File: config.mk
export PLATFORM = sky130hd
export DESIGN_NAME = sdram_host_arbiter
export DESIGN_NICKNAME = d
export VERILOG_FILES = /design/src/rtl/sdram_arb_pkg.sv /design/src/rtl/sdram_rr_pick.sv /design/src/rtl/sdram_host_arbiter.sv
export SDC_FILE = /design/constraint.sdc
export NUM_CORES = 1
export LEC_CHECK = 0
export CAP_MARGIN = 10
export CORE_ASPECT_RATIO = 0.9
export CORE_UTILIZATION = 39
export CTS_BUF_LIST = sky130_fd_sc_hd__clkbuf_16
export CTS_CLUSTER_SIZE = 40
export DETAILED_ROUTE_END_ITERATION = 7
export PLACE_DENSITY = 0.88
export SYNTH_ARGS = -nofsm -noshare
export SYNTH_HDL_FRONTEND = slang
export SYNTH_SLANG_ARGS = --single-unit
File: constraint.sdc
create_clock -name clk -period 2.69 [get_ports clk]
set_input_delay 0.538 -clock clk [delete_from_list [all_inputs] [get_ports clk]]
set_output_delay 0.538 -clock clk [all_outputs]
set_load 0.01 [all_outputs]
File: src/rtl/sdram_arb_pkg.sv
// Shared constants for the sdram host-port arbiter: FSM encoding, operation codes, default widths.
package sdram_arb_pkg;

  localparam logic [1:0] ST_IDLE  = 2'd0;
  localparam logic [1:0] ST_ISSUE = 2'd1;
  localparam logic [1:0] ST_BUSY  = 2'd2;
  localparam logic [1:0] ST_DONE  = 2'd3;

  localparam logic OP_RD = 1'b0;
  localparam logic OP_WR = 1'b1;

  localparam int DEF_AW = 24;
  localparam int DEF_DW = 16;

endpackage

File: src/rtl/sdram_rr_pick.sv
// Combinational round-robin picker: grants the lowest requesting index at or above ptr,
// wrapping to the lowest requesting index overall when nothing at or above ptr is requesting.
module sdram_rr_pick #(
  parameter int NREQ = 2,
  parameter int IW   = 1
) (
  input  logic [NREQ-1:0] req,
  input  logic [IW-1:0]   ptr,
  output logic [NREQ-1:0] grant,
  output logic [IW-1:0]   idx,
  output logic            valid
);

  always_comb begin
    idx   = '0;
    valid = |req;
    for (int i = NREQ - 1; i >= 0; i--) begin
      if (req[i]) idx = IW'(i);
    end
    // A requester at or above the pointer overrides the wrapped choice.
    for (int i = NREQ - 1; i >= 0; i--) begin
      if (req[i] && (i >= int'(ptr))) idx = IW'(i);
    end
    grant = valid ? (NREQ'(1) << idx) : '0;
  end

endmodule

File: src/rtl/sdram_host_arbiter.sv
// Round-robin arbiter sharing the sdram_controller host port among NREQ requesters, one transaction
// in flight. Defining SDRAM_ARB_WATCHDOG_EN adds an ISSUE/BUSY timeout that aborts with err.
module sdram_host_arbiter
  import sdram_arb_pkg::*;
#(
  parameter int NREQ      = 2,
  parameter int AW        = DEF_AW,
  parameter int DW        = DEF_DW,
  parameter int ISSUE_MAX = 8,
  parameter int BUSY_MAX  = 255
) (
  input  logic             clk,
  input  logic             rst,
  input  logic [NREQ-1:0]    req,
  input  logic [NREQ-1:0]    req_we,
  input  logic [NREQ*AW-1:0] req_addr,
  input  logic [NREQ*DW-1:0] req_wdata,
  output logic [NREQ-1:0]    ack,
  output logic [DW-1:0]    rdata,
  output logic             err,
  output logic [AW-1:0]    c_wr_addr,
  output logic [DW-1:0]    c_wr_data,
  output logic             c_wr_enable,
  output logic             c_rd_enable,
  input  logic             c_busy,
  input  logic [DW-1:0]    c_rd_data
);

  localparam int IW = (NREQ > 1) ? $clog2(NREQ) : 1;

  logic [1:0]      state_q, state_d;
  logic [IW-1:0]   ptr_q, ptr_d;
  logic [IW-1:0]   owner_q, owner_d;
  logic            we_q, we_d;
  logic [AW-1:0]   addr_q, addr_d;
  logic [DW-1:0]   wdata_q, wdata_d;
  logic [DW-1:0]   rdata_q, rdata_d;
  logic [NREQ-1:0] pick_grant;
  logic [IW-1:0]   pick_idx;
  logic            pick_valid;
  logic            abort;

  sdram_rr_pick #(.NREQ(NREQ), .IW(IW)) u_pick (
    .req   (req),
    .ptr   (ptr_q),
    .grant (pick_grant),
    .idx   (pick_idx),
    .valid (pick_valid)
  );

  always_comb begin
    state_d = state_q;
    ptr_d   = ptr_q;
    owner_d = owner_q;
    we_d    = we_q;
    addr_d  = addr_q;
    wdata_d = wdata_q;
    rdata_d = rdata_q;
    case (state_q)
      ST_IDLE: begin
        // A high busy in IDLE means the controller is refreshing; hold off granting.
        if (!c_busy && pick_valid) begin
          state_d = ST_ISSUE;
          owner_d = pick_idx;
          ptr_d   = (pick_idx == IW'(NREQ - 1)) ? '0 : pick_idx + 1'b1;
          for (int i = 0; i < NREQ; i++) begin
            if (pick_grant[i]) begin
              we_d    = req_we[i];
              addr_d  = req_addr[i*AW +: AW];
              wdata_d = req_wdata[i*DW +: DW];
            end
          end
        end
      end
      ST_ISSUE: begin
        if (abort) begin
          state_d = ST_DONE;
          rdata_d = '0;
        end else if (c_busy) begin
          state_d = ST_BUSY;
        end
      end
      ST_BUSY: begin
        if (abort) begin
          state_d = ST_DONE;
          rdata_d = '0;
        end else if (!c_busy) begin
          state_d = ST_DONE;
          rdata_d = (we_q == OP_RD) ? c_rd_data : '0;
        end
      end
      default: begin
        state_d = ST_IDLE;
        we_d    = OP_RD;
        addr_d  = '0;
        wdata_d = '0;
        rdata_d = '0;
      end
    endcase
  end

  always_ff @(posedge clk or posedge rst) begin
    if (rst) begin
      state_q <= ST_IDLE;
      ptr_q   <= '0;
      owner_q <= '0;
      we_q    <= OP_RD;
      addr_q  <= '0;
      wdata_q <= '0;
      rdata_q <= '0;
    end else begin
      state_q <= state_d;
      ptr_q   <= ptr_d;
      owner_q <= owner_d;
      we_q    <= we_d;
      addr_q  <= addr_d;
      wdata_q <= wdata_d;
      rdata_q <= rdata_d;
    end
  end

  // Enables decode straight from the state flop so an async reset drops them at once.
  assign c_wr_enable = (state_q == ST_ISSUE) && (we_q == OP_WR);
  assign c_rd_enable = (state_q == ST_ISSUE) && (we_q == OP_RD);
  assign c_wr_addr   = addr_q;
  assign c_wr_data   = wdata_q;
  assign rdata       = rdata_q;
  assign ack         = (state_q == ST_DONE) ? (NREQ'(1) << owner_q) : '0;

`ifdef SDRAM_ARB_WATCHDOG_EN
  localparam int CW = $clog2(BUSY_MAX + 1);

  logic [CW-1:0] wd_cnt_q, wd_cnt_d;
  logic          aborted_q, aborted_d;

  assign abort = ((state_q == ST_ISSUE) && !c_busy && (wd_cnt_q == CW'(ISSUE_MAX - 1))) ||
                 ((state_q == ST_BUSY)  &&  c_busy && (wd_cnt_q == CW'(BUSY_MAX - 1)));

  // Counter restarts on every state entry, so it measures time spent in the current wait state.
  always_comb begin
    wd_cnt_d  = '0;
    if ((state_d == state_q) && ((state_q == ST_ISSUE) || (state_q == ST_BUSY)))
      wd_cnt_d = wd_cnt_q + 1'b1;
    aborted_d = abort | (aborted_q & (state_q != ST_DONE));
  end

  always_ff @(posedge clk or posedge rst) begin
    if (rst) begin
      wd_cnt_q  <= '0;
      aborted_q <= 1'b0;
    end else begin
      wd_cnt_q  <= wd_cnt_d;
      aborted_q <= aborted_d;
    end
  end

  assign err = (state_q == ST_DONE) && aborted_q;
`else
  assign abort = 1'b0;
  assign err   = 1'b0;
`endif

endmodule

* Yosys cells after proc, flatten, opt, wreduce, memory -nomap -nowiden
Index checks and enable logic that the tools add are counted. Widths: inputs -> output; s select.
Storage, ports and cells: register bits 61, word-level logic and storage cells 58, input bits 103
Operators by class: muxes and demuxes 24, reductions and logical operators 13, $add $sub $neg 1, bitwise gates (word level) 3, magnitude comparators 1, shift operators 2, eq/ne operators 7
Operators with widths (number):
- $mux 16 | 5
- $mux 24 | 3
- $pmux 16 s2 | 2
- $pmux 24 s2 | 1
- $mux 2 | 5
- $mux 1 | 6
- $ne 2x2->1 const B | 3
- $pmux 2 s3 | 1
- $reduce_and 3->1 | 2
- $reduce_or 2->1 | 3
- $eq 2x2->1 const B | 2
- $logic_and 1x1->1 | 4
- $reduce_and 2->1 | 2
- $shl 1x1->2 const A | 2
- $ne 3x3->1 const B | 1
- $not 1->1 | 3
- $eq 2x1->1 const B | 1
- $logic_not 2->1 | 1
- $pmux 1 s2 | 1
- $add 1x1->1 const B | 1
- $ge 1x1->1 const A | 1
- $logic_not 1->1 | 1

* Depth between registers and ports, before layout
Gate-level depths: netlist (run 1).
depth in word-level cells 9, gate-level depth with buffers 7, gate-level depth less buffers 6

* Hierarchy
From an unflattened synthesis (run 1), not the netlist that was laid out.
Unflattened totals: cells, all modules 291, area total of the unflattened synthesis 3210.6 µm²
Modules (own cells, without submodules):
- sdram_host_arbiter | times used 1, seq. area each 1526.5 µm², area an instance 3178.0 µm², cells each 286
- sdram_rr_pick | times used 1, seq. area each 0.0 µm², area an instance 32.5 µm², cells each 5

* Worst setup path before layout (run 1)
No wires, ideal clock.
kind input to register, from input c_busy, to register addr_q[10], in the netlist c_wr_addr[10], stages on the path 4, data arrival time 1.433 ns, data required time 2.616 ns, buffers on the path 1, slack 1.183 ns, cells stage by stage o21bai_2 or3b_4 buf_6 o21ai_2
On the way: longest elaborated chain between the ends 4
Ends and longest elaborated chain:
- from (decl) | line sdram_host_arbiter.sv:25 | input logic c_busy,
- $logic_not 1->1
- $logic_and 1x1->1 | line sdram_host_arbiter.sv:62 | if (!c_busy && pick_valid) begin
- $ne 2x2->1 (no source line)
- $reduce_and 3->1 (no source line)
- to (signal assigned) | line sdram_host_arbiter.sv:116 | addr_q <= addr_d;
- to (decl) | line sdram_host_arbiter.sv:35 | logic [AW-1:0] addr_q, addr_d;
No other way between the ends. A chain may end at the register's enable or synchronous reset.

* Worst setup path after layout (run 1)
from register state_q[1], to output c_rd_enable
On the way: longest elaborated chain between the ends 2
Ends and longest elaborated chain:
- from (decl) | line sdram_host_arbiter.sv:31 | logic [1:0] state_q, state_d;
- from (signal assigned) | line sdram_host_arbiter.sv:112 | state_q <= state_d;
- $eq 2x1->1 | line sdram_host_arbiter.sv:124 | assign c_rd_enable = (state_q == ST_ISSUE) && (we_q == OP_RD);
- $logic_and 1x1->1 | line sdram_host_arbiter.sv:124
- to (decl) | line sdram_host_arbiter.sv:24 | output logic c_rd_enable,
No other way between the ends.

==> results of run 1 <==
[placed cells by master (no fill, tap or decap), drive strengths merged, types with 2 or more instances in the layout]
cell and n:
clkdlybuf4s50 162, nand2 74, dfrtp 61, o21ai 60, mux2i 41, clkbuf 9, inv 8, buf 6
ha 5, nor2b 3, clkinv 3, and2 2, nor2 2
[stage by stage]
stage / utilization, % / power [mW] / area, sq um / setup WS [ns] / std cells
after CTS: 68.3 / 4.56 / 4950 / 0.386 / 541
after floorplan: - / 2.60 / 3010 / 0.639 / 283
after global routing: 68.3 / 4.82 / 4950 / 0.329 / 541
after global placement: 64.8 / 3.49 / 4700 / 0.469 / 526
after detailed placement: 64.8 / 3.59 / 4700 / 0.419 / 526
final: 68.3 / 4.50 / 4950 / 0.402 / 541
[state kept, by name, indices dropped and copies added (netlist names)]
signal and cells:
c_wr_addr 24, c_wr_data 16, owner_q 1, ptr_q 1, rdata 16, state_q 2
we_q 1
[cell families (layout without fill, tap and decap cells)]
| logic type | count (synthesis) | count (layout) |
|---|---|---|
| AO/OA/AOI/OAI | 68 | 68 |
| adder cells (fa/ha/maj) | 5 | 5 |
| buffers and inverters | 23 | 188 |
| flip-flops | 61 | 61 |
| multiplexers | 42 | 42 |
| other | 1 | 1 |
| AND/OR/NAND/NOR | 83 | 83 |
[path summary, 6_finish.rpt]
path | start | endpoint | slack [ns]
setup / recovery | state_q[1] | c_rd_enable | 0.40
setup reg to reg | state_q[0] | c_wr_addr[11] | 0.85
hold reg to reg | c_wr_data[3] | c_wr_data[3] | 0.47
hold / removal | c_wr_data[3] | c_wr_data[3] | 0.47
min in group asynchronous | rst | c_wr_data[5] | 0.63
max in group asynchronous | rst | rdata[12] | 1.46
[worst max-delay path, cell delays in order, from the launching register on]
cell	delay (ns)
dfrtp_1	0.43
inv_1	0.10
ha_1	0.23
nor2b_1	0.15
clkdlybuf4s50_1	0.54
[per-layer routing]
layer / vias up / wire, um / global-route usage, %
li1: 1280 / - / -
met1: 1193 / 3090 / 22.9
met2: 111 / 4020 / 36.0
met3: 8 / 626 / 5.73
met4: 0 / 87 / 6.34
met5: - / 0 / 0
[final cells by class]
type                       count  area, sq um
multi-input combinational    199         1350
fill                         574         2300
clock buffer                   9          225
tap                           93          116
timing repair buffer         168         1690
clock inverter                 6         25.0
inverter                       5         18.8
sequential                    61         1530
[power breakdown]
| part | internal, mW | switching, mW | total (mW) |
|---|---|---|---|
| combinational | 1.03 | 1.07 | 2.11 |
| sequential | 1.24 | 0.196 | 1.44 |
| clock | 0.599 | 0.356 | 0.955 |
==> results.md, run 1 <==
- DR pass1 iterations: 4
- Period minus WS final: 2.29 ns
- Synth Warn #: 0
- Vias: 2592
- Max-cap violations: 0
- RSZ-0062 raised after global routing: no
- Initial antenna violation count: 0
- EDFF count, synth: 0
- First-pass GRT wire length: 12300 um
- Final setup fails: 0
- Leak Pwr: 2.26 nW
- Mux cell area share after synthesis: 14.0%
- Post-Synth XOR/XNOR Area: 0%
- Max Freq: 437 MHz
- Postcts setup bufs: 0
- Share of cells above drive strength 1: 14.7%
- Max_slew headroom: 50.2%
- Synthesized net count: 391
- Simple-gate area share of the yosys netlist: 11.2%
- Skew-Pair Late Insertion Delay: 0.31 ns
- Total grt overflow: 0
- CTS H-tree lvls: 3
- Hold Path Class: reg -> reg
- Setup TNS: 0 ns
- All-Layer GR Usage: 20.0%
- Hold Vio Cnt, Final: 0
- Synth top area cells: dfrtp_1 51%, mux2i_1 14%, o21ai_2 12%, nand2_1 9.2%, o21ai_0 3.2%
- Initial cell density of the core: 41.4%
- Largest area contributor in the netlist: dfrtp_1
- Number of global-route vias before repair: 2709
- Die footprint: 8070 sq um
- Yosys reg bits: 61
- Fin. max-slew vios: 0
- Core area: 7260 sq um
- Main combinational cell family by area after synthesis: compound AO/OA/AOI/OAI gates
- Post-Syn Area per Cell: 10.6 sq um
- Most used DFF post-synth: dfrtp_1
- Drt drc: 0
- Post-CTS Hold Fix Bufs: 0
- Post-Synthesis Cell Area: 3010 sq um
- Clock-pin slew on the worst setup and hold paths: 0.05 ns
- Routed wire per std cell: 14.5 um
- Bufs on Longest Clock Path: 2
- CTS root buf: clkbuf_16
- Die width: 94.6 um
- Via density: 4.79
- Antenna viol nets, final: 0
- Synth Area in Compound Gates: 17.5%
- Post-synthesis sequential area ratio: 50.7%
- # clock sinks: 61
- Status: complete, no violations
- Yosys cell types: 28
- Count leader, synth: nand2_1
- Clock skew: 0.00587 ns
- Hpwl dp: 6030 um
- Required time of the critical path: 2.15 ns
- DIE HEIGHT: 85.3 um
- Worst Hold Slack: 0.470 ns
- Inserted Diodes: 0
- Adder-cell share of the synthesized area: 2.08%
- CTS tree: done
- Gp weighted congestion: 0.770
- Num CTS Buffers: 9
- Worst-margin pin slew: 0.747 ns
- Hold path depth: 2
- Post-synth top cells: 74 x nand2_1, 61 x dfrtp_1, 41 x mux2i_1, 40 x o21ai_2, 19 x o21ai_0
- Crit path launch type: register
- Crit path DAT: 1.75 ns
- Final period utilization: 85.1%
- Critical path class: reg -> out
- Post-CTS Resized: 0
- Final net count: 552
- Port buffer count: 162
- Pwr Density: 909 nW/um^2
- Fraction of registers with async set/reset: 100%
- Synth top area share: 50.7%
- Ports: 164
- Max rail drop VDD: 469 uV
- CP endpoint kind: primary output
- Area Overhead vs Synth: 64.7%
- Routed WL: 7820 um
- Syn Inst Count: 283
- Std cell rows: 29
- CP Max Fanout: 5
- Iteration-0 DRC Markers: 42
- Largest net degree at the start of global routing: 43
- Reg2reg path depth: 5
Power figures use the tool's default switching activity.
==> run 2, diff against run 1 <==
--- a/config.mk
+++ b/config.mk
@@ -5,7 +5,6 @@
 export SDC_FILE = /design/constraint.sdc
 export NUM_CORES = 1
 export LEC_CHECK = 0
-export CAP_MARGIN = 10
 export CORE_ASPECT_RATIO = 0.9
 export CORE_UTILIZATION = 39
 export CTS_BUF_LIST = sky130_fd_sc_hd__clkbuf_16
==> results of run 2 <==
The final DEF is identical to that of run 1; final timing and power are the same.
==> run 3, diff against run 2 <==
--- a/config.mk
+++ b/config.mk
@@ -6,6 +6,7 @@
 export NUM_CORES = 1
 export LEC_CHECK = 0
 export CORE_ASPECT_RATIO = 0.9
+export CORE_MARGIN = 2
 export CORE_UTILIZATION = 39
 export CTS_BUF_LIST = sky130_fd_sc_hd__clkbuf_16
 export CTS_CLUSTER_SIZE = 40
==> results.md, run 3 (synthesis gave the netlist of run 1 again) <==
- Fin. max-slew vios: 0 (unchanged)
- Core area: 7510 sq um (+3.4%)
- Status: complete, no violations
- Largest net degree at the start of global routing: 43 (unchanged)
- Gp weighted congestion: 0.739 (-4.0%)
- Most common cell after layout, fill and taps aside: clkdlybuf4s50_1
- Bufs on Longest Clock Path: 2 (unchanged)
- Routed WL: 7400 um (-5.4%)
- Clock power frac: 21.3% (about the same)
- Num CTS Buffers: 9 (unchanged)
- Clock-pin slew on the worst setup and hold paths: 0.05 ns (about the same)
- Setup crit start: state_q[1]
- Reg2Reg Setup Slack: 0.78 ns (-0.07 ns)
- Final core occ: 65.8% (-2.4 points)
- Total grt overflow: 0 (unchanged)
- Period minus WS final: 2.27 ns (-0.0218 ns)
- Required time of the critical path: 2.15 ns (about the same)
- CTS root buf: clkbuf_16
- Reg2reg path depth: 4 (-1)
- Setup TNS: 0 ns (unchanged)
- RSZ-0062 raised after global routing: no
- Die footprint: 8430 sq um (+4.5%)
- Vias: 2582 (-0.39%)
- Worst Hold Slack: 0.469 ns (-0.000877 ns)
- Crit path launch type: register
- Post-CTS Resized: 0 (unchanged)
- Port buffer count: 162 (unchanged)
- Clock skew: 0.00528 ns (-0.000592 ns)
- Final setup fails: 0 (unchanged)
- Critical path class: reg -> out
- Share of cells above drive strength 1: 14.5% (-0.22 points)
- Die width: 96.6 um (+2.1%)
- Hold Vio Cnt, Final: 0 (unchanged)
- Leak Pwr: 2.26 nW (about the same)
- Postcts setup bufs: 0 (unchanged)
- Post-CTS Hold Fix Bufs: 0 (unchanged)
- Std cell rows: 30 (+3.4%)
- Final net count: 551 (-0.18%)
- NetSw: 1.59 mW (-1.8%)
- Max_slew headroom: 46.5% (-3.6 points)
- Final Cell Area: 4940 sq um (-0.25%)
- Initial cell density of the core: 40.1% (-1.4 points)
- DR pass1 iterations: 4 (unchanged)
- DIE HEIGHT: 87.3 um (+2.3%)
- Post-route insts no fill: 544 (+0.55%)
- All-Layer GR Usage: 18.1% (-2.0 points)
- Via density: 4.75 (-0.94%)
- CP endpoint kind: primary output
- Worst-margin pin slew: 0.802 ns (+0.0547 ns)
- Dpl ws: 0.316 ns (-0.103 ns)
- Number of global-route vias before repair: 2571 (-5.1%)
- Combinational share of power: 46.7% (about the same)
- Crit path capture: c_rd_enable
- Pwr Density: 904 nW/um^2 (-0.54%)
- Skew-Pair Late Insertion Delay: 0.31 ns (about the same)
- Sw Ratio: 35.7% (-0.38 points)
- Hold Path Class: reg -> reg
- Placed Area: 4690 sq um (-0.35%)
- Sequential cell fraction of total power: 32.0% (about the same)
- Crit path DAT: 1.73 ns (-0.02 ns)
- Max rail drop VDD: 414 uV (-12%)
- CP max stage delay: 0.54 ns (about the same)
- # clock sinks: 61 (unchanged)
- Family with the most delay on the worst path: buffers and inverters
- Reg2reg end: c_wr_data[6]
- Antenna viol nets, final: 0 (unchanged)
- Iteration-0 DRC Markers: 68 (+62%)
- CP Max Fanout: 5 (unchanged)
- CTS tree: done
- Final period utilization: 84.2% (-0.81 points)
- Critical path's slowest cell: clkdlybuf4s50_1
- First-pass GRT wire length: 11800 um (-4.6%)
- Max Freq: 441 MHz (+0.96%)
- Largest register FFs: 24 (unchanged)
- Dpl cells: 528 (+0.38%)
- Most frequent cells in the layout: 162 x clkdlybuf4s50_1, 74 x nand2_1, 61 x dfrtp_1
- Routed wire per std cell: 13.6 um (-5.9%)
- Power, Total: 4.46 mW (-0.79%)
- Ports: 164 (unchanged)
- Inserted Diodes: 0 (unchanged)
- Hpwl dp: 5850 um (-3.0%)
- Max-cap violations: 0 (unchanged)
- Critical path buffers and inverters: 2 (unchanged)
- Filler instances: 612 (+6.6%)
- Crit path cell chain: inv_1 > ha_1 > nor2b_1 > clkdlybuf4s50_1
- Fin worst setup slack: 0.424 ns (+0.0218 ns)
- Initial antenna violation count: 0 (unchanged)
- R2R Path Start: state_q[1]
- Pint: 2.87 mW (-0.20%)
- CTS H-tree lvls: 3 (unchanged)
- Drt drc: 0 (unchanged)
- CP Depth: 4 (unchanged)
- Area Overhead vs Synth: 64.3%
-- run 3: cell count changes in the layout (fill, tap and decap cells not counted), sizes merged --
cell and change:
buf -1, clkinv -1, inv +2
-- run 3: layer usage --
layer / vias up / GRT usage, % / share of wire, %
met5: - / 0 / 0
met4: 0 / 6.02 / 0.84
met3: 8 / 4.94 / 8.1
met2: 101 / 31.4 / 51
met1: 1184 / 21.5 / 40
li1: 1289 / - / -
-- run 3: worst min-delay path by stage --
stage | start | end | slack [ns] | cells past startpoint
detailed placement | c_wr_addr[11] | c_wr_addr[11] | 0.46 | 2
global placement | c_wr_data[11] | c_wr_data[11] | 0.46 | 2
floorplan | owner_q | owner_q | 0.48 | 2
CTS | c_wr_addr[11] | c_wr_addr[11] | 0.47 | 2
finish | c_wr_addr[3] | c_wr_addr[3] | 0.47 | 2
global route | c_wr_addr[15] | c_wr_addr[15] | 0.49 | 2
-- run 3: final cells by class --
cell class	count	area [sq um]	share of cell area (%)
flip-flops and latches	61	1530	30.9
inverters	5	18.8	0.380
clock inverters	7	28.8	0.582
multi-input cells	199	1350	27.3
repair buffers	167	1670	33.8
clock buffers	9	225	4.56
well taps	96	120	2.43
-- run 3: power by group through the flow --
| stage | Sequential [mW] | Clock (mW) | Combinational [mW] |
|---|---|---|---|
| after CTS | 1.44 | 0.972 | 2.12 |
| after floorplan | 1.56 | 0 | 1.04 |
| after global routing | 1.48 | 1.02 | 2.29 |
| after global placement | 1.43 | 0 | 2.06 |
| after detailed placement | 1.45 | 0 | 2.12 |
| final | 1.43 | 0.950 | 2.08 |
-- run 3: worst register-to-register path: stages, from the launching register on --
cell and delay (ns):
dfrtp_1 0.40, inv_1 0.08, ha_1 0.25, or3b_4 0.76, o21ai_0 0.26
